## src/rtl/countdown_timer_pkg.sv

```systemverilog
// Shared definitions for the countdown timer: FSM states, field limits,
// field indexing and small helpers used by the top and its datapath.
package countdown_timer_pkg;

  // Timer control states
  typedef enum logic [1:0] {
    ST_IDLE    = 2'd0,
    ST_RUN     = 2'd1,
    ST_PAUSED  = 2'd2,
    ST_EXPIRED = 2'd3
  } state_t;

  // Largest value each displayed field may hold
  localparam logic [7:0] MAX_SECONDS = 8'd59;
  localparam logic [7:0] MAX_MINUTES = 8'd59;
  localparam logic [7:0] MAX_HOURS   = 8'd99;

  // Time is held as a small array of fields, least significant first,
  // so the borrow chain can be built with a generate loop.
  localparam int NUM_FIELDS = 3;
  localparam int FIELD_SEC  = 0;
  localparam int FIELD_MIN  = 1;
  localparam int FIELD_HR   = 2;

  // Upper limit of a field given its index
  function automatic logic [7:0] field_max(input int idx);
    logic [7:0] limit;
    case (idx)
      FIELD_SEC: limit = MAX_SECONDS;
      FIELD_MIN: limit = MAX_MINUTES;
      default:   limit = MAX_HOURS;
    endcase
    return limit;
  endfunction

  // Saturate a loaded field to its limit
  function automatic logic [7:0] clamp_field(input logic [7:0] value,
                                             input logic [7:0] limit);
    return (value > limit) ? limit : value;
  endfunction

endpackage

```

## src/rtl/countdown_timer_if.sv

```systemverilog
// Control and display bundle of the countdown timer. The master side
// issues load/start/pause pulses; the slave side is the timer itself.
interface countdown_timer_if;

  logic       load;
  logic [7:0] load_h;
  logic [7:0] load_m;
  logic [7:0] load_s;
  logic       start;
  logic       pause;
  logic [7:0] hours;
  logic [7:0] minutes;
  logic [7:0] seconds;
  logic       running;
  logic       expired;
  logic       done;

  modport master (
    output load, load_h, load_m, load_s, start, pause,
    input  hours, minutes, seconds, running, expired, done
  );

  modport slave (
    input  load, load_h, load_m, load_s, start, pause,
    output hours, minutes, seconds, running, expired, done
  );

endinterface

```

## src/rtl/countdown_timer_sec_tick_gen.sv

```systemverilog
// One-second prescaler: counts enabled clock cycles 0..TICKS_PER_SEC-1 and
// raises tick for the single cycle on which the count wraps back to zero.
// The count freezes while enable is low, so a paused countdown resumes
// mid-second where it left off.
module sec_tick_gen #(
  parameter int TICKS_PER_SEC = 50000000  // must be at least 2
) (
  input  logic CLOCK_50,
  input  logic resetn,
  input  logic enable,
  input  logic clear,
  output logic tick
);

  localparam int CNT_W = $clog2(TICKS_PER_SEC);
  localparam logic [CNT_W-1:0] LAST_COUNT = CNT_W'(TICKS_PER_SEC - 1);

  logic [CNT_W-1:0] count_reg;
  logic             at_last;

  assign at_last = (count_reg == LAST_COUNT);

  // A clear in the same cycle as a wrap discards the wrap, so no tick.
  assign tick = enable && at_last && !clear;

  // Prescaler count: clear wins, otherwise advance and wrap while enabled
  always_ff @(posedge CLOCK_50 or negedge resetn) begin
    if (!resetn) begin
      count_reg <= '0;
    end else if (clear) begin
      count_reg <= '0;
    end else if (enable) begin
      count_reg <= at_last ? '0 : count_reg + CNT_W'(1);
    end
  end

endmodule

```

## src/rtl/countdown_timer.sv

```systemverilog
// HH:MM:SS countdown timer with load/start/pause control. Remaining time is
// held as three binary fields that drive the display outputs directly; a
// prescaler sub-module paces the decrements at one per TICKS_PER_SEC cycles.
module countdown_timer
  import countdown_timer_pkg::*;
#(
  parameter int TICKS_PER_SEC = 50000000  // must be at least 2
) (
  input  logic               CLOCK_50,
  input  logic               resetn,
  countdown_timer_if.slave   bus
);

  state_t     state_reg;
  logic [7:0] time_reg [NUM_FIELDS];
  logic       running_reg;
  logic       expired_reg;
  logic       done_reg;

  logic [7:0]            load_raw [NUM_FIELDS];
  logic [7:0]            load_val [NUM_FIELDS];
  logic [7:0]            dec_next [NUM_FIELDS];
  logic [NUM_FIELDS-1:0] field_nonzero;
  logic [NUM_FIELDS-1:0] dec_field_zero;
  logic [NUM_FIELDS:0]   lower_zero;
  logic                  time_nonzero;
  logic                  dec_zero;
  logic                  prescale_en;
  logic                  tick;

  assign load_raw[FIELD_SEC] = bus.load_s;
  assign load_raw[FIELD_MIN] = bus.load_m;
  assign load_raw[FIELD_HR]  = bus.load_h;

  // Borrow chain: a field takes part in a decrement only when every less
  // significant field is already zero.
  always_comb begin
    lower_zero    = '0;
    lower_zero[0] = 1'b1;
    for (int i = 0; i < NUM_FIELDS; i++) begin
      lower_zero[i+1] = lower_zero[i] && !field_nonzero[i];
    end
  end

  // Per-field clamp on load and next value on decrement. A zero field that
  // must borrow reloads to its maximum; because the timer only counts while
  // the total is nonzero, some higher field always absorbs the borrow.
  for (genvar gi = 0; gi < NUM_FIELDS; gi++) begin : g_field
    assign load_val[gi]       = clamp_field(load_raw[gi], field_max(gi));
    assign field_nonzero[gi]  = (time_reg[gi] != 8'd0);
    assign dec_next[gi]       = !lower_zero[gi]   ? time_reg[gi] :
                                field_nonzero[gi] ? time_reg[gi] - 8'd1 :
                                                    field_max(gi);
    assign dec_field_zero[gi] = (dec_next[gi] == 8'd0);
  end

  assign time_nonzero = |field_nonzero;
  assign dec_zero     = &dec_field_zero;

  // The prescaler only advances in RUN; a pause leaves its count intact.
  assign prescale_en = (state_reg == ST_RUN);

  sec_tick_gen #(
    .TICKS_PER_SEC (TICKS_PER_SEC)
  ) u_sec_tick (
    .CLOCK_50 (CLOCK_50),
    .resetn   (resetn),
    .enable   (prescale_en),
    .clear    (bus.load),
    .tick     (tick)
  );

  // Control FSM with registered status flags and the remaining-time fields
  always_ff @(posedge CLOCK_50 or negedge resetn) begin
    if (!resetn) begin
      state_reg   <= ST_IDLE;
      running_reg <= 1'b0;
      expired_reg <= 1'b0;
      done_reg    <= 1'b0;
      for (int i = 0; i < NUM_FIELDS; i++) begin
        time_reg[i] <= 8'd0;
      end
    end else begin
      done_reg <= 1'b0;
      if (bus.load) begin
        // load overrides any start/pause in the same cycle
        state_reg   <= ST_IDLE;
        running_reg <= 1'b0;
        expired_reg <= 1'b0;
        for (int i = 0; i < NUM_FIELDS; i++) begin
          time_reg[i] <= load_val[i];
        end
      end else begin
        case (state_reg)
          ST_IDLE: begin
            // starting from 00:00:00 would expire with no countdown
            if (bus.start && time_nonzero) begin
              state_reg   <= ST_RUN;
              running_reg <= 1'b1;
            end
          end
          ST_RUN: begin
            if (tick) begin
              for (int i = 0; i < NUM_FIELDS; i++) begin
                time_reg[i] <= dec_next[i];
              end
              if (dec_zero) begin
                state_reg   <= ST_EXPIRED;
                running_reg <= 1'b0;
                expired_reg <= 1'b1;
                done_reg    <= 1'b1;
              end else if (bus.pause) begin
                state_reg   <= ST_PAUSED;
                running_reg <= 1'b0;
              end
            end else if (bus.pause) begin
              state_reg   <= ST_PAUSED;
              running_reg <= 1'b0;
            end
          end
          ST_PAUSED: begin
            if (bus.start) begin
              state_reg   <= ST_RUN;
              running_reg <= 1'b1;
            end
          end
          default: begin
            // EXPIRED holds 00:00:00 until the next load
          end
        endcase
      end
    end
  end

  assign bus.seconds = time_reg[FIELD_SEC];
  assign bus.minutes = time_reg[FIELD_MIN];
  assign bus.hours   = time_reg[FIELD_HR];
  assign bus.running = running_reg;
  assign bus.expired = expired_reg;
  assign bus.done    = done_reg;

endmodule

```

## src/flat_wrapper.sv

```systemverilog
// flat-port wrapper written by rule: the top's interface ports become plain ports
module countdown_timer_flat import countdown_timer_pkg::*;
#(
  parameter int TICKS_PER_SEC = 50000000                       
)
  (CLOCK_50, resetn, bus_load, bus_load_h, bus_load_m, bus_load_s, bus_start, bus_pause, bus_hours, bus_minutes, bus_seconds, bus_running, bus_expired, bus_done);
  countdown_timer_if bus_i ();
  input  logic CLOCK_50;
  input  logic resetn;
  input wire logic [$bits(bus_i.load)-1:0] bus_load;
  input wire logic [$bits(bus_i.load_h)-1:0] bus_load_h;
  input wire logic [$bits(bus_i.load_m)-1:0] bus_load_m;
  input wire logic [$bits(bus_i.load_s)-1:0] bus_load_s;
  input wire logic [$bits(bus_i.start)-1:0] bus_start;
  input wire logic [$bits(bus_i.pause)-1:0] bus_pause;
  output wire logic [$bits(bus_i.hours)-1:0] bus_hours;
  output wire logic [$bits(bus_i.minutes)-1:0] bus_minutes;
  output wire logic [$bits(bus_i.seconds)-1:0] bus_seconds;
  output wire logic [$bits(bus_i.running)-1:0] bus_running;
  output wire logic [$bits(bus_i.expired)-1:0] bus_expired;
  output wire logic [$bits(bus_i.done)-1:0] bus_done;
  assign bus_i.load = bus_load;
  assign bus_i.load_h = bus_load_h;
  assign bus_i.load_m = bus_load_m;
  assign bus_i.load_s = bus_load_s;
  assign bus_i.start = bus_start;
  assign bus_i.pause = bus_pause;
  assign bus_hours = bus_i.hours;
  assign bus_minutes = bus_i.minutes;
  assign bus_seconds = bus_i.seconds;
  assign bus_running = bus_i.running;
  assign bus_expired = bus_i.expired;
  assign bus_done = bus_i.done;
  countdown_timer #(.TICKS_PER_SEC(TICKS_PER_SEC)) u_core (.CLOCK_50(CLOCK_50), .resetn(resetn), .bus(bus_i));
endmodule
```

## config.mk

```make
export PLATFORM = sky130hd
export DESIGN_NAME = countdown_timer_flat
export DESIGN_NICKNAME = d
export VERILOG_FILES = /design/src/rtl/countdown_timer_pkg.sv /design/src/rtl/countdown_timer_if.sv /design/src/rtl/countdown_timer_sec_tick_gen.sv /design/src/rtl/countdown_timer.sv /design/src/flat_wrapper.sv
export SDC_FILE = /design/constraint.sdc
export NUM_CORES = 1
export LEC_CHECK = 0
export ABC_AREA = 1
export CORE_AREA = 2 2 117 119
export DETAILED_ROUTE_END_ITERATION = 8
export DIE_AREA = 0 0 119 121
export PLACE_DENSITY_LB_ADDON = 0.2
export SETUP_SLACK_MARGIN = 0.2
export SLEW_MARGIN = 20
export SYNTH_ARGS = -nofsm -noshare
export SYNTH_HDL_FRONTEND = slang
export SYNTH_SLANG_ARGS = --single-unit
export TNS_END_PERCENT = 1
```

## constraint.sdc

```tcl
create_clock -name CLOCK_50 -period 2.7 [get_ports CLOCK_50]
set_clock_uncertainty 0.05 [all_clocks]
set_input_delay 0.27 -clock CLOCK_50 [delete_from_list [all_inputs] [get_ports CLOCK_50]]
set_output_delay 0.27 -clock CLOCK_50 [all_outputs]
set_load 0.005 [all_outputs]
```

==> results of run 1 <==
==> per-stage QoR <==
step	setup slack (ps)	utilization [%]	area [um^2]	hold WS, ps	std cells
final	421	36.4	4760	51.3	772
after global routing	192	36.4	4760	129	772
after CTS	207	36.2	4740	93.1	772
after detailed placement	241	35.1	4600	420	765
after global placement	338	35.1	4600	402	765
after floorplan	695	-	3830	-75.6	535
==> repair_timing <==
| action | 4_1_cts | 5_1_grt |
|---|---|---|
| setup endpoints to repair | 0 | 7 |
| hold buffers | 0 | 0 |
| resized for setup | 0 | 5 |
==> layer usage <==
metal / up-vias / global-route usage, %
li1: 1912 / -
met2: 99 / 26.8
met3: 21 / 2.68
met5: - / 0
met1: 1813 / 21.0
met4: 0 / 5.06
==> kinds of logic (layout without fill, tap and decap cells) <==
family / Yosys count / count (layout) / share of synthesized area, %
adders and majority gates: 6 / 6 / 1.96
and+or+nand+nor: 296 / 296 / 36.6
buffers and inverters: 81 / 142 / 8.91
AOI/OAI and AO/OA: 92 / 92 / 15.5
xor gates and xnor gates: 5 / 5 / 1.14
DFF: 55 / 55 / 35.9
==> report_power, final <==
part	total (W)	leakage, nW	internal [W]	switching [W]
clock network	0.000670	0.0727	0.000364	0.000306
registers	0.000953	0.714	0.000882	0.0000713
logic	0.000587	1.35	0.000258	0.000329
total	0.00221	2.14	0.00150	0.000706
==> worst min-delay path by stage <==
stage,endpoint,slack (ps),cells after the start
global placement,u_core.bus.seconds[5]$_DFFE_PN0P_,400,1
CTS,u_core.bus.seconds[3]$_DFFE_PN0P_,90,1
global route,u_core.bus.seconds[1]$_DFFE_PN0P_,130,1
detailed placement,u_core.bus.seconds[3]$_DFFE_PN0P_,420,1
finish,u_core.bus.seconds[4]$_DFFE_PN0P_,50,1
floorplan,u_core.bus.done$_DFF_PN0_,-80,0
==> layout by cell type, fill, tap and decap left out, types with 2 or more instances in the layout <==
cell and instances:
sky130_fd_sc_hd__o21bai_1 3, sky130_fd_sc_hd__a21oi_1 21, sky130_fd_sc_hd__a31oi_1 3, sky130_fd_sc_hd__o221ai_1 7
sky130_fd_sc_hd__nor4_1 3, sky130_fd_sc_hd__nand4_1 11, sky130_fd_sc_hd__nand3b_1 3, sky130_fd_sc_hd__o22ai_1 6
sky130_fd_sc_hd__nand2_2 3, sky130_fd_sc_hd__inv_1 63, sky130_fd_sc_hd__o311ai_0 2, sky130_fd_sc_hd__xor2_1 4
sky130_fd_sc_hd__and3_1 2, sky130_fd_sc_hd__nand2_4 3, sky130_fd_sc_hd__clkdlybuf4s50_1 54, sky130_fd_sc_hd__dfrtp_1 55
sky130_fd_sc_hd__buf_4 10, sky130_fd_sc_hd__nand2_1 136, sky130_fd_sc_hd__o211ai_1 9, sky130_fd_sc_hd__clkbuf_16 5
sky130_fd_sc_hd__nor2_1 54, sky130_fd_sc_hd__nand3_1 45, sky130_fd_sc_hd__nor3_1 14, sky130_fd_sc_hd__ha_1 5
sky130_fd_sc_hd__nor2_8 3, sky130_fd_sc_hd__nor2_2 10, sky130_fd_sc_hd__nor2_4 4, sky130_fd_sc_hd__o21ai_2 3
sky130_fd_sc_hd__nand3_2 3, sky130_fd_sc_hd__inv_2 7, sky130_fd_sc_hd__o21ai_0 29
==> final cells by class <==
| class | instances | share of cell area (%) |
|---|---|---|
| flip-flops and latches | 55 | 28.9 |
| multi-input cells | 399 | 44.9 |
| clock inverters | 1 | 0.105 |
| well taps | 176 | 4.63 |
| clock buffers | 6 | 2.92 |
| repair buffers | 65 | 13.0 |
| inverters | 70 | 5.52 |
==> critical path: stages (launching register included) <==
cell                      delay [ps]
sky130_fd_sc_hd__dfrtp_1         400
sky130_fd_sc_hd__inv_1           150
sky130_fd_sc_hd__ha_4            210
sky130_fd_sc_hd__nand3_4         110
sky130_fd_sc_hd__nor2_8          250
sky130_fd_sc_hd__nand2_4         150
sky130_fd_sc_hd__nand2_1          90
sky130_fd_sc_hd__nand2_1         100
sky130_fd_sc_hd__nor2_1          110
sky130_fd_sc_hd__nand3_1         120
sky130_fd_sc_hd__nor2_2          130
sky130_fd_sc_hd__nand3_2         130
sky130_fd_sc_hd__nand3_1         110
sky130_fd_sc_hd__nor2_1           50
==> tab_implementation.tex, run 1 <==
\begin{tabular}{lr}
\hline
Metric & Value \\
\hline
\multicolumn{2}{l}{\textbf{Run status}} \\
\quad Status & complete, no violations \\
\multicolumn{2}{l}{\textbf{Timing}} \\
\quad Number of endpoints failing setup at the final stage & 0 \\
\quad RSZ-0062 raised after global routing & yes \\
\quad Max Fclk & about 0.44 GHz \\
\quad Clock period minus worst slack & about 2300 ps \\
\quad Slew at the pin closest to its max-slew limit & roughly 910 ps \\
\quad Relative max-transition margin & 39.6\% \\
\quad Fin crit share & $\sim$84\% \\
\quad Total negative slack & 0 ps \\
\quad Final slew viol count & 0 \\
\quad Hold violation total from the final report & 0 \\
\multicolumn{2}{l}{\textbf{Clock network}} \\
\quad Latest clock arrival within the worst-skew pair & approximately 300 ps \\
\quad Number of levels in the clock H-tree & 2 \\
\quad Clock buffer count from CTS & 5 \\
\quad CTS tree & built \\
\quad CTS clk-pin slew, worst paths & 70 ps \\
\quad Master cell of the clock root buffer & sky130\_fd\_sc\_hd\_\_clkbuf\_16 \\
\quad Maximum buffer depth of the clock tree & 2 \\
\quad Clock sinks & 55 \\
\quad Post-CTS setup repair buffer count & 0 \\
\multicolumn{2}{l}{\textbf{Floorplanning}} \\
\quad Area enclosed by the die boundary & about 0.014 mm\^{}2 \\
\quad FP Rows & 42 \\
\quad Core Area & about 0.013 mm\^{}2 \\
\quad Number of I/O pins & 56 \\
\quad Height of the die & 121 um \\
\quad Starting density of the core & between 20\% and 30\% \\
\quad Die extent in x & roughly 120 um \\
\multicolumn{2}{l}{\textbf{Finish}} \\
\quad Share of post-route cells with drive strength above 1 & around a tenth \\
\quad Flip-flop count of the largest register after layout & 26 \\
\quad Area occupied by multi-input gates & 0.00214 mm\^{}2 \\
\quad Sequential cell area & 0.00138 mm\^{}2 \\
\quad Net total in the final layout & 631 \\
\quad Fill cell total of the finished layout & 1,354 \\
\quad Count of antenna diodes in the layout & 0 \\
\quad Syn-to-layout area delta & 24.2\% \\
\multicolumn{2}{l}{\textbf{Synthesis}} \\
\quad Top-area cell type share of the netlist area & $\sim$36\% \\
\quad Largest area contributor in the netlist & sky130\_fd\_sc\_hd\_\_dfrtp\_1 \\
\quad Number of flops mapped to enable cells by yosys & 0 \\
\quad Cells after Synth & approximately 540 \\
\quad Predominant post-synthesis flop cell & sky130\_fd\_sc\_hd\_\_dfrtp\_1 \\
\quad Largest cells by area after synthesis & sky130\_fd\_sc\_hd\_\_dfrtp\_1 36\%, sky130\_fd\_sc\_hd\_\_nand2\_1 13\%, sky130\_fd\_sc\_hd\_\_inv\_1 6.3\%, sky130\_fd\_sc\_hd\_\_nand3\_1 6.0\%, sky130\_fd\_sc\_hd\_\_nor2\_1 5.4\% \\
\quad Synthesis Warnings & 0 \\
\quad Most numerous cell in the Yosys netlist & sky130\_fd\_sc\_hd\_\_nand2\_1 \\
\quad Number of synthesized register bits & 55 \\
\quad Sequential element share of the synthesized area & around 36\% \\
\quad Post-synth ARST share & 100\% \\
\quad Post-Syn Nets & 570 \\
\quad Most frequent cells after synthesis & 136 x sky130\_fd\_sc\_hd\_\_nand2\_1, 64 x sky130\_fd\_sc\_hd\_\_inv\_1, 55 x sky130\_fd\_sc\_hd\_\_dfrtp\_1, 55 x sky130\_fd\_sc\_hd\_\_nor2\_1, 46 x sky130\_fd\_sc\_hd\_\_nand3\_1 \\
\quad Average instance area after synthesis & around 7.2 um\^{}2 \\
\quad Netlist cell types & 44 \\
\quad Total standard cell area after synthesis & about 0.0038 mm\^{}2 \\
\multicolumn{2}{l}{\textbf{Min path}} \\
\quad Worst hold path class & input pin to asynchronous set/reset pin \\
\multicolumn{2}{l}{\textbf{Worst setup path}} \\
\quad Worst r2r src & u\_core.bus.seconds[1]\$\_DFFE\_PN0P\_ \\
\quad R2R depth & 13 \\
\quad Highest net fanout along the worst path & 16 \\
\quad Reg-to-reg slack, setup & $\sim$420 ps \\
\quad Termination of the worst setup path & u\_core.bus.running\$\_DFFE\_PN0P\_ \\
\quad Element type at the critical path start & flip-flop \\
\quad Data arrival time at the worst-slack endpoint & around 2400 ps \\
\quad Worst Path Required & around 2800 ps \\
\quad Class of the most critical setup path & flip-flop to flip-flop \\
\quad End of the worst register-to-register path & u\_core.bus.running\$\_DFFE\_PN0P\_ \\
\quad Critical path launch point & u\_core.bus.seconds[1]\$\_DFFE\_PN0P\_ \\
\quad Critical Path End Type & flip-flop \\
\multicolumn{2}{l}{\textbf{Route}} \\
\quad Vias per std cell & 4.98 \\
\quad 1st-pass router iterations & 5 \\
\quad Routed wire length & between 10,000 and 15,000 um \\
\quad Post-route met1 wirelength & $\sim$5000 um \\
\quad Met3 Routed Length & around 490 um \\
\quad Number of design rule violations left after detail routing & 0 \\
\quad Antenna Violating Nets Remaining & 0 \\
\quad Total number of vias & between 3,000 and 4,000 \\
\quad Number of design-rule violations left by the first detailed-router iteration & around 220 \\
\quad Routed wirelength normalized by instance count & between 10 and 15 um \\
\quad Top metal layer carrying routed signals & met4 \\
\quad Detail Route met2 WL & 5170 um \\
\multicolumn{2}{l}{\textbf{Global routing}} \\
\quad Pin count of the biggest net entering global routing & 39 \\
\quad Global-route wire length before repair & 18,700 um \\
\quad Total congestion overflow after global routing & 0 \\
\quad Number of global-route vias before repair & between 3,000 and 4,000 \\
\quad Global-route usage over all layers & about 16\% \\
\quad Initial antenna violation count & 0 \\
\multicolumn{2}{l}{\textbf{Power}} \\
\quad Peak supply drop & between 0.0002 and 0.00025 V \\
\quad Leakage power & around 2.1 nW \\
\quad Post-layout total power & about 0.0022 W \\
\quad PD cells & between 400 and 500 mW/mm\^{}2 \\
\multicolumn{2}{l}{\textbf{Place}} \\
\quad Port Buffer Count & between 50 and 60 \\
\quad Detail Placement HPWL & $\sim$8500 um \\
\quad Final weighted congestion of routability-driven global placement & roughly 0.9 \\
\multicolumn{2}{l}{\textbf{Job}} \\
\quad Count of max-cap constraint violations & 0 \\
\hline
\end{tabular}
Power figures use the tool's default switching activity.
==> inputs of run 2 (changes only) <==
==> constraint.sdc (replaced) <==
create_clock -name CLOCK_50 -period 2.3 [get_ports CLOCK_50]
set_clock_uncertainty 0.05 [all_clocks]
set_input_delay 0.23 -clock CLOCK_50 [delete_from_list [all_inputs] [get_ports CLOCK_50]]
set_output_delay 0.23 -clock CLOCK_50 [all_outputs]
set_load 0.005 [all_outputs]
==> tab_implementation.tex, run 2 (synthesized netlist as in run 1, its figures left out) <==
\begin{tabular}{lr}
\hline
Metric & Value \\
\hline
\multicolumn{2}{l}{\textbf{Floorplanning}} \\
\quad Number of I/O pins & 56 (unchanged) \\
\quad FP Rows & 42 (unchanged) \\
\quad Core Area & 0.0131 mm\^{}2 (unchanged) \\
\quad Starting density of the core & 29.3\% (unchanged) \\
\quad Area enclosed by the die boundary & 0.0144 mm\^{}2 (unchanged) \\
\quad Height of the die & 121 um (unchanged) \\
\quad Die extent in x & 119 um (unchanged) \\
\multicolumn{2}{l}{\textbf{Clock network}} \\
\quad Master cell of the clock root buffer & sky130\_fd\_sc\_hd\_\_clkbuf\_16 \\
\quad CTS clk-pin slew, worst paths & 70 ps (about the same) \\
\quad Clock sinks & 55 (unchanged) \\
\quad Maximum buffer depth of the clock tree & 2 (unchanged) \\
\quad Clock buffer count from CTS & 5 (unchanged) \\
\quad Number of levels in the clock H-tree & 2 (unchanged) \\
\quad CTS tree & built \\
\quad Latest clock arrival within the worst-skew pair & 300 ps (about the same) \\
\multicolumn{2}{l}{\textbf{Worst setup path}} \\
\quad Class of the most critical setup path & flip-flop to flip-flop \\
\quad Cell family with most CP delay & simple AND/OR/NAND/NOR gates \\
\quad Data arrival time at the worst-slack endpoint & 2290 ps (-130 ps) \\
\quad Worst Path Required & 2480 ps (-360 ps) \\
\quad Highest net fanout along the worst path & 7 (-9) \\
\quad Critical Path End Type & flip-flop \\
\quad CP peak stage delay & 410 ps (about the same) \\
\quad Worst r2r src & u\_core.bus.seconds[1]\$\_DFFE\_PN0P\_ \\
\quad R2R depth & 15 (+2) \\
\quad Reg-to-reg slack, setup & 190 ps (-230 ps) \\
\quad Sum of buffers and inverters on the critical path & 2 (+1) \\
\quad End of the worst register-to-register path & u\_core.state\_reg[1]\$\_DFFE\_PN0P\_ \\
\quad Cell Chain, Critical Path & inv\_2, ha\_4, nand3\_4, nor2\_8, nand2\_4, buf\_6, nand2\_4, nand2\_4, nor2\_4, nand3\_2, nor2\_4, nand3\_4, nand2\_1, nand2\_1, nand2\_1 \\
\quad Max stage delay cell, worst path & sky130\_fd\_sc\_hd\_\_dfrtp\_1 \\
\quad Element type at the critical path start & flip-flop \\
\multicolumn{2}{l}{\textbf{Global routing}} \\
\quad Number of global-route vias before repair & 3,751 (-2.2\%) \\
\quad Global-route usage over all layers & 15.7\% (-0.27 points) \\
\quad Initial antenna violation count & 0 (unchanged) \\
\quad Total congestion overflow after global routing & 0 (unchanged) \\
\quad Global-route wire length before repair & 18,300 um (-1.8\%) \\
\quad Pin count of the biggest net entering global routing & 28 (-28\%) \\
\multicolumn{2}{l}{\textbf{Power}} \\
\quad Leakage power & 2.34 nW (+9.2\%) \\
\quad Peak supply drop & 0.000265 V (+13\%) \\
\quad Post-layout total power & 0.00276 W (+25\%) \\
\quad PD cells & 531 mW/mm\^{}2 (+14\%) \\
\multicolumn{2}{l}{\textbf{Route}} \\
\quad Routed wirelength normalized by instance count & 14.2 um (+0.59\%) \\
\quad Antenna Violating Nets Remaining & 0 (unchanged) \\
\quad Routed wire length & 11,500 um (+5.0\%) \\
\quad Detail Route met2 WL & 5550 um (+7.4\%) \\
\quad Number of design-rule violations left by the first detailed-router iteration & 171 (-24\%) \\
\quad 1st-pass router iterations & 5 (unchanged) \\
\quad Met3 Routed Length & 612 um (+25\%) \\
\quad Top metal layer carrying routed signals & met4 \\
\quad Total number of vias & 3,985 (+3.6\%) \\
\quad Post-route met1 wirelength & 5130 um (+1.7\%) \\
\quad Vias per std cell & 4.94 (-0.73\%) \\
\quad Number of design rule violations left after detail routing & 0 (unchanged) \\
\multicolumn{2}{l}{\textbf{Run status}} \\
\quad Status & complete, no violations \\
\multicolumn{2}{l}{\textbf{Timing}} \\
\quad RSZ-0062 raised after global routing & yes \\
\quad Worst Setup Slack, final & 191 ps (-230 ps) \\
\quad Total negative slack & 0 ps (unchanged) \\
\quad Clock period minus worst slack & 2110 ps (-170 ps) \\
\quad Hold violation total from the final report & 0 (unchanged) \\
\quad Fin crit share & 91.7\% (+7.3 points) \\
\quad Max Fclk & 0.474 GHz (+8.0\%) \\
\quad Slew at the pin closest to its max-slew limit & 620 ps (-286 ps) \\
\quad Number of endpoints failing setup at the final stage & 0 (unchanged) \\
\quad Relative max-transition margin & 58.7\% (+19 points) \\
\quad Final slew viol count & 0 (unchanged) \\
\multicolumn{2}{l}{\textbf{Finish}} \\
\quad Share of post-route cells with drive strength above 1 & 20.0\% (+9.8 points) \\
\quad Count of antenna diodes in the layout & 0 (unchanged) \\
\quad Commonest cells after routing, fill and taps aside & 125 x sky130\_fd\_sc\_hd\_\_nand2\_1, 57 x sky130\_fd\_sc\_hd\_\_inv\_1, 54 x sky130\_fd\_sc\_hd\_\_clkdlybuf4s50\_1 \\
\quad Most frequent standard cell in the layout excluding fill and tap cells & sky130\_fd\_sc\_hd\_\_nand2\_1 \\
\quad Syn-to-layout area delta & 35.7\% \\
\quad Net total in the final layout & 664 (+5.2\%) \\
\quad Flip-flop count of the largest register after layout & 26 (unchanged) \\
\multicolumn{2}{l}{\textbf{Place}} \\
\quad Detail Placement HPWL & 8390 um (-0.70\%) \\
\quad Port Buffer Count & 55 (unchanged) \\
\quad Final weighted congestion of routability-driven global placement & 0.920 (+2.6\%) \\
\quad Post-placement worst setup slack & -9.29 ps (-250 ps) \\
\multicolumn{2}{l}{\textbf{Job}} \\
\quad Count of max-cap constraint violations & 0 (unchanged) \\
\multicolumn{2}{l}{\textbf{Min path}} \\
\quad Worst hold path class & input pin to asynchronous set/reset pin \\
\hline
\end{tabular}
==> run 2: routing by layer <==
metal	vias to the layer above	track usage (%)
met4	0	4.32
met1	1881	20.3
met2	106	26.9
met5	-	0
met3	18	2.82
li1	1980	-
==> run 2: how the worst max path moves through the flow <==
| stage | depth (start not counted) | end | from | slack (ps) |
|---|---|---|---|---|
| after global routing | 15 | u_core.state_reg[1]$_DFFE_PN0P_ | u_core.bus.seconds[1]$_DFFE_PN0P_ | 80 |
| final | 15 | u_core.state_reg[1]$_DFFE_PN0P_ | u_core.bus.seconds[1]$_DFFE_PN0P_ | 190 |
| after detailed placement | 13 | u_core.bus.running$_DFFE_PN0P_ | u_core.bus.seconds[1]$_DFFE_PN0P_ | -9 |
| after global placement | 13 | u_core.bus.running$_DFFE_PN0P_ | u_core.bus.seconds[1]$_DFFE_PN0P_ | 50 |
| after CTS | 14 | u_core.bus.running$_DFFE_PN0P_ | u_core.bus.minutes[0]$_DFFE_PN0P_ | 190 |
| after floorplan | 15 | u_core.bus.running$_DFFE_PN0P_ | u_core.bus.seconds[0]$_DFFE_PN0P_ | 300 |
==> run 2: final cells by class <==
cell class | instances | area (um^2)
sequential | 55 | 1380
timing repair buffer | 97 | 908
clock buffer | 8 | 156
multi-input combinational | 400 | 2270
tap | 176 | 220
fill | 1351 | 7880
inverter | 70 | 268
==> run 2: power breakdown <==
part | switching [W] | total (W) | internal [W] | leakage [nW]
Clock | 0.000357 | 0.000823 | 0.000465 | 0.0772
Combinational | 0.000430 | 0.000821 | 0.000391 | 1.55
Sequential | 0.0000817 | 0.00112 | 0.00104 | 0.710
Total | 0.000869 | 0.00276 | 0.00189 | 2.34
==> run 2: what timing repair did <==
item                       4_1_cts  5_1_grt
pin swaps                        6       21
gates resized for setup          6       48
hold buffers                     1        0
hold endpoints to repair        23        0
buffers inserted                 9       15
gates cloned                     0        2
setup endpoints to repair        6       35
==> run 2: worst register-to-register path, cell delays in order, from the launching register on <==
cell and delay (ps):
sky130_fd_sc_hd__dfrtp_1 410, sky130_fd_sc_hd__inv_2 110, sky130_fd_sc_hd__ha_4 160, sky130_fd_sc_hd__nand3_4 100
sky130_fd_sc_hd__nor2_8 200, sky130_fd_sc_hd__nand2_4 110, sky130_fd_sc_hd__buf_6 140, sky130_fd_sc_hd__nand2_4 50
sky130_fd_sc_hd__nand2_4 50, sky130_fd_sc_hd__nor2_4 110, sky130_fd_sc_hd__nand3_2 100, sky130_fd_sc_hd__nor2_4 140
sky130_fd_sc_hd__nand3_4 120, sky130_fd_sc_hd__nand2_1 90, sky130_fd_sc_hd__nand2_1 40, sky130_fd_sc_hd__nand2_1 60
==> run 2: per-stage QoR <==
stage | hold WS, ps | cell area [um^2] | utilization (%) | cells
finish | 437 | 5200 | 39.8 | 806
global route | 459 | 5200 | 39.8 | 806
CTS | 447 | 4900 | 37.5 | 789
detailed placement | 230 | 4650 | 35.6 | 771
global placement | 229 | 4650 | 35.6 | 771
floorplan | -116 | 3830 | - | 535
==> inputs of run 3 (changes only) <==
--- a/config.mk
+++ b/config.mk
@@ -5,10 +5,9 @@
 export SDC_FILE = /design/constraint.sdc
 export NUM_CORES = 1
 export LEC_CHECK = 0
-export ABC_AREA = 1
-export CORE_AREA = 2 2 117 119
+export CORE_AREA = 2 2 113 115
 export DETAILED_ROUTE_END_ITERATION = 8
-export DIE_AREA = 0 0 119 121
+export DIE_AREA = 0 0 115 117
 export PLACE_DENSITY_LB_ADDON = 0.2
 export SETUP_SLACK_MARGIN = 0.2
 export SLEW_MARGIN = 20
==> tab_implementation.tex, run 3 <==
\begin{tabular}{lr}
\hline
Metric & Value \\
\hline
\multicolumn{2}{l}{\textbf{Synthesis}} \\
\quad Cells after Synth & 431 (-19\%) \\
\quad Largest cells by area after synthesis & sky130\_fd\_sc\_hd\_\_dfrtp\_1 39\%, sky130\_fd\_sc\_hd\_\_o21ai\_0 5.6\%, sky130\_fd\_sc\_hd\_\_nor2\_1 4.3\%, sky130\_fd\_sc\_hd\_\_nand2\_1 3.6\%, sky130\_fd\_sc\_hd\_\_a21oi\_1 3.2\% \\
\quad Post-Syn Nets & 466 (-18\%) \\
\quad Number of flops mapped to enable cells by yosys & 0 (unchanged) \\
\quad Largest area contributor in the netlist & sky130\_fd\_sc\_hd\_\_dfrtp\_1 \\
\quad Sequential element share of the synthesized area & 38.5\% (+2.6 points) \\
\quad Post-synth ARST share & 100\% (unchanged) \\
\quad Most frequent cells after synthesis & 55 x sky130\_fd\_sc\_hd\_\_dfrtp\_1, 41 x sky130\_fd\_sc\_hd\_\_nor2\_1, 40 x sky130\_fd\_sc\_hd\_\_o21ai\_0 \\
\quad Number of synthesized register bits & 55 (unchanged) \\
\quad Average instance area after synthesis & 8.29 um\^{}2 (+16\%) \\
\quad Most numerous cell in the Yosys netlist & sky130\_fd\_sc\_hd\_\_dfrtp\_1 \\
\quad Netlist cell types & 62 (+41\%) \\
\quad Total standard cell area after synthesis & 0.00357 mm\^{}2 (-6.9\%) \\
\quad Predominant post-synthesis flop cell & sky130\_fd\_sc\_hd\_\_dfrtp\_1 \\
\quad Top-area cell type share of the netlist area & 38.5\% (+2.6 points) \\
\quad Synthesis Warnings & 0 (unchanged) \\
\multicolumn{2}{l}{\textbf{Timing}} \\
\quad Clock period minus worst slack & 2320 ps (+216 ps) \\
\quad RSZ-0062 raised after global routing & yes \\
\quad Hold violation total from the final report & 0 (unchanged) \\
\quad Worst Setup Slack, final & -25.0 ps (-216 ps) \\
\quad Max Fclk & 0.430 GHz (-9.3\%) \\
\quad Slew at the pin closest to its max-slew limit & 609 ps (-11.1 ps) \\
\quad Fin crit share & 101\% (+9.4 points) \\
\quad Relative max-transition margin & 59.4\% (+0.74 points) \\
\quad Number of endpoints failing setup at the final stage & 4 (+4) \\
\quad Final slew viol count & 0 (unchanged) \\
\multicolumn{2}{l}{\textbf{Global routing}} \\
\quad Initial antenna violation count & 0 (unchanged) \\
\quad Met2 capacity usage during global routing & 31.5\% (+4.5 points) \\
\quad Grt met3 use & 2.78\% (-0.039 points) \\
\quad GR met1 Demand/Resource & 23.7\% (+3.4 points) \\
\quad Global-route usage over all layers & 18.0\% (+2.3 points) \\
\quad Global-route wire length before repair & 19,300 um (+5.2\%) \\
\quad Number of global-route vias before repair & 3,764 (+0.35\%) \\
\quad Most crowded layer after global routing & met2 \\
\quad Total congestion overflow after global routing & 0 (unchanged) \\
\quad Pin count of the biggest net entering global routing & 34 (+21\%) \\
\multicolumn{2}{l}{\textbf{Floorplanning}} \\
\quad Die extent in x & 115 um (-3.4\%) \\
\quad Core Area & 0.0123 mm\^{}2 (-5.9\%) \\
\quad Starting density of the core & 29.0\% (-0.29 points) \\
\quad Area enclosed by the die boundary & 0.0135 mm\^{}2 (-6.6\%) \\
\quad Height of the die & 117 um (-3.3\%) \\
\quad FP Rows & 41 (-2.4\%) \\
\quad Number of I/O pins & 56 (unchanged) \\
\multicolumn{2}{l}{\textbf{Finish}} \\
\quad Commonest cells after routing, fill and taps aside & 87 x sky130\_fd\_sc\_hd\_\_buf\_4, 54 x sky130\_fd\_sc\_hd\_\_clkdlybuf4s50\_1, 54 x sky130\_fd\_sc\_hd\_\_dfrtp\_1 \\
\quad Syn-to-layout area delta & 50.4\% \\
\quad Core utilization of the finished layout & 43.6\% (+3.9 points) \\
\quad Flip-flop count of the largest register after layout & 26 (unchanged) \\
\quad Most frequent standard cell in the layout excluding fill and tap cells & sky130\_fd\_sc\_hd\_\_buf\_4 \\
\quad Net total in the final layout & 602 (-9.3\%) \\
\quad Count of antenna diodes in the layout & 0 (unchanged) \\
\quad Number of cells in the finished layout apart from fillers & 718 (-11\%) \\
\quad Share of post-route cells with drive strength above 1 & 27.1\% (+7.1 points) \\
\multicolumn{2}{l}{\textbf{Min path}} \\
\quad Worst hold path class & input pin to asynchronous set/reset pin \\
\multicolumn{2}{l}{\textbf{Route}} \\
\quad Antenna Violating Nets Remaining & 0 (unchanged) \\
\quad 1st-pass router iterations & 5 (unchanged) \\
\quad Number of design-rule violations left by the first detailed-router iteration & 236 (+38\%) \\
\quad Routed wire length & 11,900 um (+3.8\%) \\
\quad Number of design rule violations left after detail routing & 0 (unchanged) \\
\quad Routed wirelength normalized by instance count & 16.6 um (+17\%) \\
\quad Total number of vias & 3,874 (-2.8\%) \\
\quad Vias per std cell & 5.40 (+9.1\%) \\
\multicolumn{2}{l}{\textbf{Run status}} \\
\quad Failing checks & setup timing \\
\quad Status & finished with violations \\
\multicolumn{2}{l}{\textbf{Clock network}} \\
\quad Clock buffer count from CTS & 5 (unchanged) \\
\quad CTS clk-pin slew, worst paths & 70 ps (about the same) \\
\quad Maximum buffer depth of the clock tree & 2 (unchanged) \\
\quad CTS tree & built \\
\quad Number of levels in the clock H-tree & 2 (unchanged) \\
\quad Latest clock arrival within the worst-skew pair & 300 ps (about the same) \\
\quad Master cell of the clock root buffer & sky130\_fd\_sc\_hd\_\_clkbuf\_16 \\
\quad Clock sinks & 55 (unchanged) \\
\multicolumn{2}{l}{\textbf{Worst setup path}} \\
\quad Element type at the critical path start & flip-flop \\
\quad Critical Path End Type & flip-flop \\
\quad Worst Path Required & 2480 ps (about the same) \\
\quad Class of the most critical setup path & flip-flop to flip-flop \\
\quad Data arrival time at the worst-slack endpoint & 2500 ps (+210 ps) \\
\quad Critical path launch point & u\_core.bus.seconds[0]\$\_DFFE\_PN0P\_ \\
\quad Reg-to-reg slack, setup & -20 ps (-220 ps) \\
\quad Highest net fanout along the worst path & 4 (-3) \\
\quad Worst r2r src & u\_core.bus.seconds[0]\$\_DFFE\_PN0P\_ \\
\multicolumn{2}{l}{\textbf{Job}} \\
\quad Count of max-cap constraint violations & 0 (unchanged) \\
\multicolumn{2}{l}{\textbf{Place}} \\
\quad Port Buffer Count & 55 (unchanged) \\
\quad Cell total after placement & 708 (-8.2\%) \\
\quad Post-placement worst setup slack & -130 ps (-121 ps) \\
\quad Detail Placement HPWL & 8970 um (+6.9\%) \\
\quad Final weighted congestion of routability-driven global placement & 0.874 (-5.0\%) \\
\multicolumn{2}{l}{\textbf{Power}} \\
\quad Leakage power & 2.20 nW (-6.0\%) \\
\quad Peak supply drop & 0.000229 V (-14\%) \\
\quad PD cells & 433 mW/mm\^{}2 (-18\%) \\
\hline
\end{tabular}
[run 3: repair_timing]
item | 4_1_cts | 5_1_grt
endpoints found under the setup margin | 45 | 44
pin swaps | 14 | 22
gates cloned | 0 | 0
hold endpoints to repair | 22 | 0
resized for setup | 26 | 34
buffers inserted | 1 | 0
hold buffers | 1 | 0
[run 3: power by group]
group	leakage [nW]	switching, W	internal [W]
Sequential	0.713	0.0000281	0.000998
Clock	0.0772	0.000362	0.000466
Combinational	1.41	0.000232	0.000240
[run 3: cell type report]
class / instances / area, um^2
clock buffers: 8 / 156
fillers: 1217 / 6940
inverters: 17 / 63.8
multi-input cells: 338 / 2270
flip-flops and latches: 55 / 1380
well taps: 150 / 188
repair buffers: 150 / 1320
[run 3: critical path, cell delays in order, from the launching register on]
cell                      delay (ps)
sky130_fd_sc_hd__dfrtp_1         410
sky130_fd_sc_hd__buf_4           150
sky130_fd_sc_hd__or4_4           430
sky130_fd_sc_hd__buf_4           170
sky130_fd_sc_hd__o21ai_0         200
sky130_fd_sc_hd__nand3_2         140
sky130_fd_sc_hd__nor4_2          180
sky130_fd_sc_hd__buf_4           160
sky130_fd_sc_hd__nand4_1         120
sky130_fd_sc_hd__buf_4           190
sky130_fd_sc_hd__o21ai_1          60
[run 3: cell families after synthesis]
group                      synth area share, %
adders and majority gates                 2.10
xor gates and xnor gates                  2.45
buffers and inverters                     4.20
DFF                                       38.5
AOI/OAI and AO/OA                         21.2
muxes                                     1.40
and+or+nand+nor                           30.1
[run 3: final timing paths]
| path | to | cells after the start |
|---|---|---|
| setup / recovery | u_core.bus.expired$_DFFE_PN0P_ | 10 |
| hold / removal | u_core.bus.hours[2]$_DFFE_PN0P_ | 2 |
| setup reg to reg | u_core.bus.expired$_DFFE_PN0P_ | 10 |
| hold reg to reg | u_core.u_sec_tick.count_reg[20]$_DFFE_PN0P_ | 1 |
| max in group asynchronous | u_core.u_sec_tick.count_reg[18]$_DFFE_PN0P_ | 3 |
| min in group CLOCK_50 | u_core.bus.seconds[0]$_DFFE_PN0P_ | 3 |
[run 3: routing by layer]
layer / vias up / part of all wire (%)
li1: 1895 / -
met1: 1900 / 45
met2: 68 / 50
met3: 11 / 3.6
met4: 0 / 0.92
met5: - / 0
[run 3: stage by stage]
step	power, W	setup TNS, ps	hold WS, ps	cell area, um^2
after floorplan	0.00122	-237	-116	3570
after global placement	0.00149	-231	220	4940
after detailed placement	0.00149	-555	223	4940
after CTS	0.00234	0	432	5230
after global routing	0.00242	-821	463	5370
final	0.00233	-63.0	419	5370
